### src/rtl/ri_context_sequencer.sv
// JPEG-LS run-interruption context sequencer: owns contexts 365/366, searches k, maps Errval, updates A/N/Nn.
// Define RI_KFAST_EN to replace the iterative k search with a single-cycle priority search.
module ri_context_sequencer #(
    parameter int A_length    = 16,
    parameter int N_length    = 7,
    parameter int temp_length = 17,
    parameter int k_length    = 5,
    parameter int err_length  = 9,
    parameter int mode_length = 2,
    parameter int RESET_N     = 64,
    parameter int A_INIT      = 4
) (
    input  logic                    clk,
    input  logic                    rst_n,
    input  logic [mode_length-1:0]  mode,
    input  logic                    ri_start,
    input  logic                    ri_type,
    output logic                    busy,
    output logic [temp_length-1:0]  temp,
    output logic                    k_valid,
    output logic [k_length-1:0]     k,
    input  logic                    err_valid,
    input  logic [err_length-1:0]   errval,
    output logic                    emerr_valid,
    output logic [err_length:0]     emerrval,
    output logic                    map_bit
);
    localparam int EW    = err_length + 1;
    localparam int CMP_W = temp_length + N_length + (2 ** k_length);
    localparam logic [k_length-1:0] K_MAX = {k_length{1'b1}};

    typedef enum logic [2:0] {
        ST_IDLE     = 3'd0,
        ST_SELECT   = 3'd1,
        ST_K_SEARCH = 3'd2,
        ST_WAIT_ERR = 3'd3,
        ST_UPDATE   = 3'd4
    } state_t;

    state_t state_r;
    state_t state_next_s;

    logic [A_length-1:0]    a_r  [0:1];
    logic [N_length-1:0]    n_r  [0:1];
    logic [N_length-1:0]    nn_r [0:1];
    logic                   type_r;
    logic [temp_length-1:0] temp_r;
    logic [k_length-1:0]    k_r;
    logic                   k_valid_r;
    logic                   emerr_valid_r;
    logic                   busy_r;
    logic [EW-1:0]          emerrval_r;
    logic                   map_r;
    logic                   err_neg_r;

    logic [A_length-1:0]    a_act_s;
    logic [N_length-1:0]    n_act_s;
    logic [N_length-1:0]    nn_act_s;
    logic [temp_length-1:0] temp_sel_s;
    logic                   k_done_s;
    logic [k_length-1:0]    k_next_s;
    logic                   busy_s;
    logic                   k_valid_s;
    logic                   emerr_valid_s;
    logic                   capture_s;
    logic                   err_take_s;
    logic                   ctx_upd_s;

    assign a_act_s  = a_r[type_r];
    assign n_act_s  = n_r[type_r];
    assign nn_act_s = nn_r[type_r];

    // Context-dependent auxiliary value for the Golomb parameter search
    always_comb begin
        temp_sel_s = temp_length'(a_act_s);
        if (type_r) begin
            temp_sel_s = temp_length'(a_act_s) + temp_length'(n_act_s >> 1);
        end else begin
            temp_sel_s = temp_length'(a_act_s);
        end
    end

`ifdef RI_KFAST_EN
    logic [k_length-1:0] k_fast_s;

    // Descending scan so the smallest satisfying k wins
    always_comb begin
        k_fast_s = K_MAX;
        for (int i = (2 ** k_length) - 1; i >= 0; i--) begin
            k_fast_s = ((CMP_W'(n_act_s) << i) >= CMP_W'(temp_r)) ? k_length'(i) : k_fast_s;
        end
    end

    assign k_done_s = 1'b1;
    assign k_next_s = k_fast_s;
`else
    logic [CMP_W-1:0] n_shift_s;
    logic             k_hit_s;

    assign n_shift_s = CMP_W'(n_act_s) << k_r;
    assign k_hit_s   = n_shift_s >= CMP_W'(temp_r);
    assign k_done_s  = k_hit_s || (k_r == K_MAX);
    assign k_next_s  = k_done_s ? k_r : k_r + k_length'(1);
`endif

    logic                  err_neg_s;
    logic                  err_pos_s;
    logic [err_length-1:0] err_abs_s;
    logic [N_length:0]     nn2_s;
    logic [N_length:0]     n_ext_s;
    logic                  map_s;
    logic [EW-1:0]         emerr_s;

    assign err_neg_s = errval[err_length-1];
    assign err_pos_s = !err_neg_s && (errval != {err_length{1'b0}});
    assign err_abs_s = err_neg_s ? (~errval + err_length'(1)) : errval;
    assign nn2_s     = {nn_act_s, 1'b0};
    assign n_ext_s   = {1'b0, n_act_s};
    assign map_s     = ((k_r == {k_length{1'b0}}) && err_pos_s && (nn2_s < n_ext_s))
                    || (err_neg_s && (nn2_s >= n_ext_s))
                    || (err_neg_s && (k_r != {k_length{1'b0}}));
    assign emerr_s   = {err_abs_s, 1'b0} - EW'(type_r) - EW'(map_s);

    logic [EW:0]         inc_s;
    logic [A_length:0]   a_sum_s;
    logic [A_length-1:0] a_add_s;
    logic [N_length-1:0] nn_inc_s;
    logic                halve_s;
    logic [A_length-1:0] a_new_s;
    logic [N_length-1:0] n_new_s;
    logic [N_length-1:0] nn_new_s;

    assign inc_s    = ({1'b0, emerrval_r} + (EW + 1)'(1) - (EW + 1)'(type_r)) >> 1;
    assign a_sum_s  = {1'b0, a_act_s} + (A_length + 1)'(inc_s);
    assign a_add_s  = a_sum_s[A_length] ? {A_length{1'b1}} : a_sum_s[A_length-1:0];
    assign nn_inc_s = nn_act_s + N_length'(err_neg_r);
    assign halve_s  = (n_act_s == N_length'(RESET_N));

    // Post-update context: halving acts on the post-add A and post-increment Nn
    always_comb begin
        a_new_s  = a_add_s;
        n_new_s  = n_act_s + N_length'(1);
        nn_new_s = nn_inc_s;
        if (halve_s) begin
            a_new_s  = a_add_s >> 1;
            n_new_s  = (n_act_s >> 1) + N_length'(1);
            nn_new_s = nn_inc_s >> 1;
        end else begin
            a_new_s  = a_add_s;
            n_new_s  = n_act_s + N_length'(1);
            nn_new_s = nn_inc_s;
        end
    end

    // FSM state register
    always_ff @(posedge clk or negedge rst_n) begin
        if (!rst_n) begin
            state_r <= ST_IDLE;
        end else begin
            state_r <= state_next_s;
        end
    end

    // FSM next-state logic
    always_comb begin
        state_next_s = state_r;
        case (state_r)
            ST_IDLE:     state_next_s = (ri_start && (mode == mode_length'(2))) ? ST_SELECT : ST_IDLE;
            ST_SELECT:   state_next_s = ST_K_SEARCH;
            ST_K_SEARCH: state_next_s = k_done_s ? ST_WAIT_ERR : ST_K_SEARCH;
            ST_WAIT_ERR: state_next_s = err_valid ? ST_UPDATE : ST_WAIT_ERR;
            ST_UPDATE:   state_next_s = ST_IDLE;
            default:     state_next_s = ST_IDLE;
        endcase
    end

    // FSM outputs, decoded one cycle ahead so the strobes come out of flops
    always_comb begin
        busy_s        = (state_next_s != ST_IDLE);
        k_valid_s     = (state_r == ST_K_SEARCH) && (state_next_s == ST_WAIT_ERR);
        emerr_valid_s = (state_next_s == ST_UPDATE);
        capture_s     = (state_r == ST_IDLE) && (state_next_s == ST_SELECT);
        err_take_s    = (state_r == ST_WAIT_ERR) && err_valid;
        ctx_upd_s     = (state_r == ST_UPDATE);
    end

    // Per-run datapath and registered outputs
    always_ff @(posedge clk or negedge rst_n) begin
        if (!rst_n) begin
            type_r        <= 1'b0;
            temp_r        <= {temp_length{1'b0}};
            k_r           <= {k_length{1'b0}};
            k_valid_r     <= 1'b0;
            emerr_valid_r <= 1'b0;
            busy_r        <= 1'b0;
            emerrval_r    <= {EW{1'b0}};
            map_r         <= 1'b0;
            err_neg_r     <= 1'b0;
        end else begin
            busy_r        <= busy_s;
            k_valid_r     <= k_valid_s;
            emerr_valid_r <= emerr_valid_s;
            if (capture_s) begin
                type_r <= ri_type;
            end
            if (state_r == ST_SELECT) begin
                temp_r <= temp_sel_s;
                k_r    <= {k_length{1'b0}};
            end else if (state_r == ST_K_SEARCH) begin
                k_r <= k_next_s;
            end
            if (err_take_s) begin
                emerrval_r <= emerr_s;
                map_r      <= map_s;
                err_neg_r  <= err_neg_s;
            end
        end
    end

    // Context storage; only the selected context is written, and only in UPDATE
    always_ff @(posedge clk or negedge rst_n) begin
        if (!rst_n) begin
            a_r[0]  <= A_length'(A_INIT);
            a_r[1]  <= A_length'(A_INIT);
            n_r[0]  <= N_length'(1);
            n_r[1]  <= N_length'(1);
            nn_r[0] <= {N_length{1'b0}};
            nn_r[1] <= {N_length{1'b0}};
        end else if (ctx_upd_s) begin
            a_r[type_r]  <= a_new_s;
            n_r[type_r]  <= n_new_s;
            nn_r[type_r] <= nn_new_s;
        end
    end

    assign busy        = busy_r;
    assign temp        = temp_r;
    assign k_valid     = k_valid_r;
    assign k           = k_r;
    assign emerr_valid = emerr_valid_r;
    assign emerrval    = emerrval_r;
    assign map_bit     = map_r;

endmodule

### config.mk
export PLATFORM = sky130hd
export DESIGN_NAME = ri_context_sequencer
export DESIGN_NICKNAME = d
export VERILOG_FILES = /design/src/rtl/ri_context_sequencer.sv
export SDC_FILE = /design/constraint.sdc
export NUM_CORES = 1
export LEC_CHECK = 0
export ABC_AREA = 1
export CORE_ASPECT_RATIO = 1.5
export CORE_MARGIN = 2
export CORE_UTILIZATION = 47
export DETAILED_ROUTE_END_ITERATION = 10
export MAX_ROUTING_LAYER = met4
export PLACE_DENSITY = 0.77
export SETUP_SLACK_MARGIN = 0.02
export SYNTH_ARGS = -nofsm -noshare
export SYNTH_HDL_FRONTEND = slang
export SYNTH_SLANG_ARGS = --single-unit
### constraint.sdc
create_clock -name clk -period 9.2 [get_ports clk]
set_input_delay 0.92 -clock clk [delete_from_list [all_inputs] [get_ports clk]]
set_output_delay 0.92 -clock clk [all_outputs]
set_load 0.005 [all_outputs]
-- Word level (Yosys, flattened, before mapping)
Cells that the tools add are included.
- add/sub/neg operators: 11
- equal/unequal tests: 11
- bitwise operators: 2
- shift-type cells: 1
- $lt $le $gt $ge: 5
- mux-type cells: 29
- reductions and logical operators: 21
- operator list (kind ; number):
    $mux W16 ; 6
    $mux W7 ; 9
    $ge A56 B17 Y1 ; 1
    $shl A7 B5 Y56 ; 1
    $bwmux W32 ; 1
    $bwmux W14 ; 2
    $sub A10 B1 Y10 ; 2
    $add A16 B10 Y17 ; 1
    $add A16 B6 Y17 ; 1
    $mux W17 ; 1
    $demux W16 S1 ; 1
    $mux W5 ; 3
    $pmux W3 S4 ; 1
    $add A10 B1 Y11 const B ; 1
    $sub A11 B1 Y11 ; 1
    $logic_and A1 B1 Y1 ; 10
    $add A9 B1 Y9 const B ; 1
    $eq A3 B2 Y1 const B ; 3
    $mux W9 ; 1
    $not A9 Y9 ; 1
    $reduce_bool A9 Y1 ; 1
    $ge A8 B7 Y1 ; 1
    $lt A8 B7 Y1 ; 1
    $add A6 B1 Y7 const B ; 1
    23 further kinds ; 28
- word-level logic and storage cells: 96
- flip-flop bits (word level): 101

-- Depth between registers and ports, before layout
- depth in word-level cells: 11
- gate-level depth with buffers: 28
- depth with buffers taken out: 24

-- Least setup slack after synthesis
OpenSTA, ideal clock, no wires.
- path type: reg-to-reg
- start point: reg type_r
- end point: reg a_r[29] (netlist name)
- required time: 9.123 ns
- setup time: 0.077 ns
- cell stages (with the launch flop): 27
- path slack: 5.340 ns
- path buffers: 4
- arrival: 3.784 ns
- clock period less this slack: 3.860 ns
- path through: dfrtp_1 -> buf_6 -> buf_6 -> buf_6 -> clkbuf_1 -> nor2_1 -> ha_1 -> inv_1 -> ha_1 -> nor2_1 -> o21ai_0 -> nand2_1 -> a21oi_1 -> o21ai_0 -> nand2_1 -> nand2_1 -> a21oi_1 -> xnor2_1 -> ha_1 -> a21oi_1 -> o21ai_0 -> a21oi_1 -> a21oi_1 -> or2_2 -> nand4_1 -> nand3_1 -> o21ai_1
- cells in the longest elaborated chain, start to end: 8
- ends and longest elaborated chain (item ; RTL line ; text):
    start, declared ; 46 ; logic type_r;
    start signal, assigned ; 204 ; type_r <= ri_type;
    branches (longest 7 deep; another with $add A16 B10 Y17) ; -- ;
    $bwmux W32 (*) ; 230 ; a_r[type_r] <= a_new_s;
    end signal, assigned by index ; 230 ;
    end, declared ; 43 ; logic [A_length-1:0] a_r [0:1];
Mark *: on every way between the ends. The select of a mux whose other input is x is not followed.
A chain may end at the register's enable or synchronous reset.

-- Worst setup path after layout
- start point: reg type_r
- end point: reg emerrval_r[9], in the netlist emerrval[9]
- cells in the longest elaborated chain, start to end: 9
- ends and longest elaborated chain (item ; RTL line ; text):
    $not A1 Y2 (implied by the code) ; 70, 71 ;
    $mux W7 (on tied branches) (3 in series) ; 71, 70 ;
    $lt A8 B7 Y1 / $ge A8 B7 Y1 (equally long branches) ; 119, 120 ;
    $logic_and A1 B1 Y1 (on tied branches) ; 119, 120 ;
    $logic_or A1 B1 Y1 ; 120 ; || (err_neg_s && (nn2_s >= n_ext_s))
    $logic_or A1 B1 Y1 ; 121 ; || (err_neg_s && (k_r != {k_length{1'b0}}));
    $sub A10 B1 Y10 (*) ; 122 ; assign emerr_s = {err_abs_s, 1'b0} - EW'(type_r) - EW'(map_s);
    end signal, assigned ; 196 ; emerrval_r <= {EW{1'b0}};
    end signal, assigned ; 213 ; emerrval_r <= emerr_s;
    end, declared ; 52 ; logic [EW-1:0] emerrval_r;
Every way passes the cells marked *; elsewhere a longest branch is shown, timed or not. The select of a mux whose other input is x is not followed.

==> flow_summary_export.csv <==
group,metric,value,unit
status,status,"complete, no violations",
clock_network,numClockSinks,101,
timing,finalCritPeriodShare,0.493,
cells_and_area,finalNetCount,1187,
setup_path,worst_setup_path_start_kind,"register",
synth,synth_most_common_cell,"nand2_1",
cells_and_area,utilization,0.531,
floorplanning,dieWidth,108,um
power,p_clk_frac,0.122,
power,power_switching,1.48,mW
power,sw_frac_of_total,0.490,
clock_network,postCtsHoldBufs,0,
power,p_int,1.54,mW
global_routing,antenna_found_initial,0,
synth,ys.warnings.count,0,
min_path,min_path_type,"input pin to async pin",
power,total_power,3.02,mW
synth,synth.distinct_cells,48,
timing,fmax,0.220,GHz
power,powerDensity,353,nW/um^2
timing,finalSetupViolCount,0,
floorplanning,die_area,17400,um^2
detailed_routing,vias,7027,
clock_network,cts_tree,"done",
floorplanning,pin_count,52,
synth,ys_seq_area_frac,0.330,
cells_and_area,areaGrowthSynthToFinish,11.7,%
detailed_routing,drtAntennaViolNets,0,
detailed_routing,firstDrtPassIters,5,
placement,port_buffers,51,
synth,syn_nets,1155,
clock_network,clockBufferDepth,2,
clock_network,cts_setup_buffers,0,
floorplanning,initial_core_util,0.475,
synth,syn_avg_cell_area,7.13,um^2
timing,rsz0062_at_grt,"no",
synth,synth_top_area_share,0.317,
floorplanning,fp.coreArea,16100,um^2
synth,netlist_instances,1075,
timing,hold_viol_final,0,
floorplanning,die_h,160,um
detailed_routing,avgViaCountPerCell,5.33,
cells_and_area,design_area,8560,um^2
synth,synthArstFlopShare,1.00,
detailed_routing,drt_wl_total,18600,um
power,seq_power_share,0.229,
power,power_frac_comb,0.649,
timing,finClkSkew,0.00968,ns
synth,ys_ff_latch,101,
timing,slew_headroom,0.247,
job,cap_violations,0,
detailed_routing,drt-initial-drc-count,439,
setup_path,slowest_delay,0.41,ns
cells_and_area,n_antenna_cell,0,
global_routing,grt_pass1_vias,6713,
power,power_leakage,4.28,nW
synth,synth_common_cells,"nand2_1 (301), inv_1 (107), dfrtp_1 (97)",
setup_path,critPathSlowestCell,"buf_4",
detailed_routing,drcViolationCount,0,
clock_network,cts_max_level,3,
floorplanning,num_rows,57,
setup_path,worstPathCellList,"buf_4 > inv_2 > or2_2 > o21ai_1 > inv_1 > ha_1 > a21oi_1 > o21ai_0 > a21oi_1 > nand4_1 > nor3_1 > a21oi_1 > ha_1 > inv_1 > ha_1 > nor2_1 > and3_1 > nand4_1 > nor3_1 > xor2_1 > o21ai_0",
synth,synth_area,7660,um^2
cells_and_area,drive_above_1_share,0.0549,
cells_and_area,fillers,1597,
clock_network,clk_latency,0.35,ns
cells_and_area,layout.cells.non_filler,1318,
timing,setup_ws,4.66,ns
synth,synthTopCellsByArea,"dfrtp_1 (32%), nand2_1 (15%), ha_1 (10%)",
global_routing,globalRoute.totalOverflow,0,
timing,timing.final.max_slew_violations,0,
global_routing,grt_pass1_wl,31400,um
synth,synth_edf_count,0,
global_routing,grt_max_degree,76,
setup_path,worstSetupPathType,"register to register",
timing,worst_slew_pin_slew,1.13,ns
detailed_routing,wl_per_cell,14.1,um
clock_network,post_cts_resized,0,
clock_network,cts_buffers,9,
clock_network,cts_root_buf,"clkbuf_16",
setup_path,required,9.40,ns
timing,hold_ws,0.468,ns
setup_path,endpoint_kind,"register",
placement,post-dp-hpwl,14200,um
setup_path,path_max_fanout,42,
power,vdd_drop_max,0.177,mV
placement,gp_congestion,0.990,
clock_network,clkTransAtPathRegs,0.07,ns
synth,ys.flop_type,"dfrtp_1",
placement,dp_slack,4.69,ns
placement,dpl_cell_area,8270,um^2
placement,placed_cells,1302,
setup_path,arrival,4.73,ns
timing,tns,0,ns
global_routing,grtUsageTotal,0.231,
timing,period_minus_slack,4.54,ns
synth,yosysTopAreaCell,"dfrtp_1",
-- layout by cell type (no fill, tap or decap), drive strengths merged, types with 6 or more instances in the layout --
| cell | netlist | routed |
|---|---|---|
| nor2 | 85 | 85 |
| nand3 | 90 | 90 |
| inv | 113 | 114 |
| nand4 | 22 | 22 |
| clkdlybuf4s50 | 0 | 50 |
| dfrtp | 97 | 97 |
| o21ai | 112 | 112 |
| ha | 62 | 62 |
| buf | 16 | 7 |
| xor2 | 34 | 34 |
| or2 | 9 | 9 |
| xnor2 | 14 | 14 |
| nor3 | 17 | 17 |
| a21oi | 39 | 39 |
| nand2 | 308 | 308 |
| clkbuf | 20 | 12 |
| a31oi | 6 | 6 |
-- power by group through the flow --
stage	registers (mW)	logic, mW	clock network, mW
finish	0.692	1.96	0.369
global route	0.710	2.24	0.396
CTS	0.691	1.95	0.379
detailed placement	0.698	1.92	0
global placement	0.696	1.89	0
floorplan	0.654	1.50	0
-- final cells by class --
| class | count | area, um^2 | share of cell area |
|---|---|---|---|
| clock buffer | 12 | 256 | 0.0300 |
| clock inverter | 4 | 32.5 | 0.00380 |
| inverter | 116 | 435 | 0.0508 |
| multi-input combinational | 822 | 4500 | 0.525 |
| sequential | 101 | 2530 | 0.296 |
| tap | 206 | 258 | 0.0301 |
| timing repair buffer | 57 | 553 | 0.0646 |
-- registers in the layout, indices dropped and copies added, names as in the netlist --
register     flops
k                5
busy             1
k_valid          1
emerrval        10
type_r           1
emerr_valid      1
n_r             14
err_neg_r        1
map_bit          1
a_r             32
temp            17
nn_r            14
state_r          3
-- cells by family (layout without fill, tap and decap cells) --
kind of cell / count (synthesis) / count (layout) / synth area share
flip-flops: 101 / 101 / 0.330
XOR/XNOR: 48 / 48 / 0.0549
AO/OA/AOI/OAI: 168 / 168 / 0.117
buffers and inverters: 152 / 189 / 0.0829
AND/OR/NAND/NOR: 539 / 539 / 0.304
multiplexers: 3 / 3 / 0.00392
adder cells (fa/ha/maj): 64 / 64 / 0.106
-- path summary, 6_finish.rpt --
check                                    start                       to  slack, ns  depth (start not counted)
max reg2reg                 type_r$_DFFE_PN0P_  emerrval[9]$_DFFE_PN0P_       4.66                         21
min in group clk           a_r[18]$_DFFE_PN1P_      a_r[18]$_DFFE_PN1P_       0.47                          2
min                                      rst_n     nn_r[12]$_DFFE_PN0P_       0.47                          1
min reg2reg                a_r[18]$_DFFE_PN1P_      a_r[18]$_DFFE_PN1P_       0.47                          2
max in group asynchronous                rst_n      temp[0]$_DFFE_PN0P_       7.44                          2
max                         type_r$_DFFE_PN0P_  emerrval[9]$_DFFE_PN0P_       4.66                         21
-- worst max-delay path, delay by kind of cell (launching register included) --
family          cells  cell delay (ns)
simple gates        7             1.47
buf+inv             4             0.95
fa+ha+maj           3             0.78
compound gates      6             0.68
flops               1             0.33
xor+xnor            1             0.17
-- layer usage --
metal	GRT usage	share of wire	up-vias
li1	-	-	3580
met1	0.279	0.44	3239
met2	0.385	0.49	161
met3	0.0211	0.032	47
met4	0.105	0.040	0
met5	-	0	-
No activity file was read; power rests on OpenSTA's default activity.
